--- src/rtl/clk_gen.sv ---
// rtl/clk_gen.sv - parameterized half-period counting clock generator
// Optional edge pulses on rise_pulse/fall_pulse when CLK_GEN_EDGE_PULSE_EN is defined.
module clk_gen #(
    parameter int unsigned HALF_PERIOD = 1,
    parameter bit          INIT_LEVEL  = 1'b0,
    parameter int unsigned CNT_W       = 16
) (
    input  logic             clk,
    input  logic             rst_n,
    input  logic             en,
    output logic             clk_out,
    output logic [CNT_W-1:0] period_cnt
`ifdef CLK_GEN_EDGE_PULSE_EN
    ,
    output logic             rise_pulse,
    output logic             fall_pulse
`endif
);

    if (HALF_PERIOD < 1 || HALF_PERIOD > 65535) begin : g_bad_half_period
        $error("clk_gen: HALF_PERIOD must be in 1..65535");
    end
    if (CNT_W < 32 && (HALF_PERIOD - 1) >= (32'd1 << CNT_W)) begin : g_bad_cnt_w
        $error("clk_gen: CNT_W too narrow for HALF_PERIOD-1");
    end

    localparam logic [CNT_W-1:0] HCNT_LAST = CNT_W'(HALF_PERIOD - 1);
    localparam logic [CNT_W-1:0] CNT_ONE   = CNT_W'(1);

    logic [CNT_W-1:0] r_hcnt;
    logic             r_clk_out;
    logic [CNT_W-1:0] r_period_cnt;

    logic w_terminal;
    logic w_toggle;
    logic w_rising;

    assign w_terminal = (r_hcnt == HCNT_LAST);
    assign w_toggle   = en & w_terminal;
    // A toggle from a low output is the start of a new period.
    assign w_rising   = w_toggle & ~r_clk_out;

    always_ff @(posedge clk or negedge rst_n) begin
        if (!rst_n) begin
            r_hcnt <= '0;
        end else if (en) begin
            if (w_terminal) begin
                r_hcnt <= '0;
            end else begin
                r_hcnt <= r_hcnt + CNT_ONE;
            end
        end
    end

    always_ff @(posedge clk or negedge rst_n) begin
        if (!rst_n) begin
            r_clk_out <= INIT_LEVEL;
        end else if (w_toggle) begin
            r_clk_out <= ~r_clk_out;
        end
    end

    always_ff @(posedge clk or negedge rst_n) begin
        if (!rst_n) begin
            r_period_cnt <= '0;
        end else if (w_rising) begin
            r_period_cnt <= r_period_cnt + CNT_ONE;
        end
    end

    assign clk_out    = r_clk_out;
    assign period_cnt = r_period_cnt;

`ifdef CLK_GEN_EDGE_PULSE_EN
    logic r_rise_pulse;
    logic r_fall_pulse;

    // Pulses land in the same cycle the registered output takes its new level.
    always_ff @(posedge clk or negedge rst_n) begin
        if (!rst_n) begin
            r_rise_pulse <= 1'b0;
            r_fall_pulse <= 1'b0;
        end else begin
            r_rise_pulse <= w_toggle & ~r_clk_out;
            r_fall_pulse <= w_toggle &  r_clk_out;
        end
    end

    assign rise_pulse = r_rise_pulse;
    assign fall_pulse = r_fall_pulse;
`endif

endmodule

--- config.mk ---
export PLATFORM = sky130hd
export DESIGN_NAME = clk_gen
export DESIGN_NICKNAME = d
export VERILOG_FILES = /design/src/rtl/clk_gen.sv
export SDC_FILE = /design/constraint.sdc
export NUM_CORES = 1
export LEC_CHECK = 0
export ABC_AREA = 1
export CAP_MARGIN = 20
export CORE_AREA = 2 2 63 65
export DETAILED_ROUTE_END_ITERATION = 10
export DIE_AREA = 0 0 65 67
export PLACE_DENSITY = 0.77
export SYNTH_ARGS = -nofsm -noshare
export SYNTH_HDL_FRONTEND = slang
export SYNTH_SLANG_ARGS = --single-unit
--- constraint.sdc ---
create_clock -name clk -period 2.5 [get_ports clk]
set_input_delay 0.25 -clock clk [delete_from_list [all_inputs] [get_ports clk]]
set_output_delay 0.25 -clock clk [all_outputs]
set_load 0.02 [all_outputs]
==> reports/metrics.yaml <==
status: "finished, final reports clean"
worstMarginPinSlew_ps: 420
criticalPathCategory: "flop to output port"
area.growth.synth_to_final_pct: 15.9
synth_seq_cells: 33
route.met3.wl_um: 177
dp_hpwl_um: 2940
r2r_setup_slack_ps: 850
cts_resized: 0
maxCapViolations: 0
finalCritPeriodShare_pct: 68.5
synth_edf_count: 0
vias: 1758
clock_latency_ps: 290
die_x_um: 65
synth_nets: 285
path_delay_family: "buffers and inverters"
ant_nets: 0
start_kind: "flop"
io_buffers: 19
finClkSkew_ps: 6.73
grt-ovfl-total: 0
hold_viol: 0
syn_inst: 279
dieArea_um2: 4360
p_leak_nw: 1.10
yosys.area.top_type: "dfrtp_1"
htreeDepth: 2
nFillCells: 320
hold_path_class: "primary input to asynchronous set/reset pin"
cp_data_required_time_ps: 2250
diodes: 0
gp_congestion: 0.863
slew_headroom_pct: 72.0
yosysSeqAreaShare_pct: 41.1
rsz0062_at_grt: "no"
cp_cell_sequence: "clkdlybuf4s50_1"
critPathArrivalTime_ps: 1460
ys_top_cells_by_area: "dfrtp_1 41%, nand2_1 20%, nand3_1 6.5%"
path_buf_inv: 1
drv_slew: 0
yosys_warnings: 0
crit_slowest_cell: "clkdlybuf4s50_1"
fmax_ghz: 0.584
post_cts_buffers: 0
die_y_um: 67
period_minus_slack_ps: 1710
ctsHoldBuffers: 0
first_pass_iters: 4
numCtsBuffers: 5
clockBufferDepth: 2
highest_layer: "met4"
avgSynthCellArea_um2: 7.20
setup_viol: 0
final_nets: 310
ys_types: 22
total_power_mw: 1.27
ys_async_sr_fraction_pct: 100
synth_common_cells: "107 x nand2_1, 33 x dfrtp_1, 32 x inv_1, 32 x nor2_1, 26 x nand3_1"
core_um2: 3610
met2_length_um: 1920
crit_fanout: 7
drt-wirelength-per-cell_um: 11.8
wl_met1_um: 1960
powerDensity_nw_per_um2: 545
cts_sinks: 33
finalHoldWorstSlack_ps: 371
setup.worst_path.end_class: "output port"
grt_pass1_wl_um: 7220
io_pins: 20
tns_ps: 0
cts_root_buf: "clkbuf_8"
fp-row-count: 22
yosysMostFrequentCell: "nand2_1"
clk_pin_slew_ps: 70
power.ir.vdd_worst_uv: 433
grt_max_degree: 34
synthFlopType: "dfrtp_1"
drive_gt1_share_pct: 6.89
drtIter0Drc: 94
max_stage_delay_ps: 670
cts_tree: "yes"
synth_top_area_share_pct: 41.1
drc: 0
netlist_area_um2: 2010
vias_per_cell: 4.98
grt_pass1_vias: 1616
grt.total_usage_pct: 21.9
finalWirelength_um: 4160
start_util_pct: 55.7
antenna_found_initial: 0
-- logic make-up after synthesis --
group	synth area share (%)
AO/OA/AOI/OAI	1.37
XOR/XNOR	6.11
adder cells (fa/ha/maj)	1.87
buffers and inverters	7.35
flip-flops	41.1
AND/OR/NAND/NOR	42.2
-- per-stage QoR --
stage | setup WS [ps] | area (µm²) | cells | utilization, %
after floorplan | 1010 | 2010 | 279 | -
after global placement | 725 | 2250 | 345 | 62.3
after detailed placement | 700 | 2250 | 345 | 62.3
after CTS | 782 | 2330 | 353 | 64.6
after global routing | 663 | 2330 | 353 | 64.6
final | 788 | 2330 | 353 | 64.6
-- power by group --
group | leakage [nW] | total (mW) | switching, mW | internal [mW]
Sequential | 0.423 | 0.660 | 0.0692 | 0.590
Clock | 0.0450 | 0.393 | 0.200 | 0.193
Combinational | 0.634 | 0.217 | 0.140 | 0.0774
-- worst paths after layout --
check | startpoint | end | cells past startpoint
worst max-delay path | period_cnt[0] | period_cnt[0] | 1
worst min-delay path | rst_n | r_hcnt[14] | 2
worst max register to register | r_hcnt[0] | period_cnt[3] | 8
worst min register to register | period_cnt[15] | period_cnt[15] | 2
max in group asynchronous | rst_n | period_cnt[1] | 2
min in group clk | period_cnt[15] | period_cnt[15] | 2
-- sequential cells by signal, indices dropped and copies added (netlist names) --
signal      count
period_cnt     16
r_hcnt         16
clk_out         1
-- cell usage in the layout (no fill, tap or decap), types with 2 or more instances in the layout --
| cell | n |
|---|---|
| nand2_1 | 107 |
| dfrtp_1 | 33 |
| inv_1 | 32 |
| nor2_1 | 32 |
| nand3_1 | 26 |
| clkdlybuf4s50_1 | 19 |
| xor2_1 | 10 |
| nand4_1 | 8 |
| clkbuf_8 | 5 |
| xnor2_1 | 4 |
| o21ai_0 | 4 |
| nor2_2 | 3 |
| nand2_2 | 3 |
| nor2_4 | 3 |
| ha_1 | 3 |
| nor3_1 | 2 |
| clkinv_2 | 2 |
| buf_4 | 2 |
-- cell type report --
class / instances / area [µm²] / share of cell area [%]
clock buffer: 6 / 72.6 / 3.12
clock inverter: 2 / 10.0 / 0.430
inverter: 32 / 120 / 5.16
multi-input combinational: 211 / 1030 / 44.4
sequential: 33 / 826 / 35.5
tap: 48 / 60.1 / 2.58
timing repair buffer: 21 / 205 / 8.81
-- metal layers --
metal / global-route usage [%] / vias up
met4: 11.4 / 0
met2: 36.2 / 34
met3: 5.24 / 9
met1: 26.6 / 799
li1: - / 916
met5: 0 / -
Note: power is estimated with default switching activity, not from simulation.
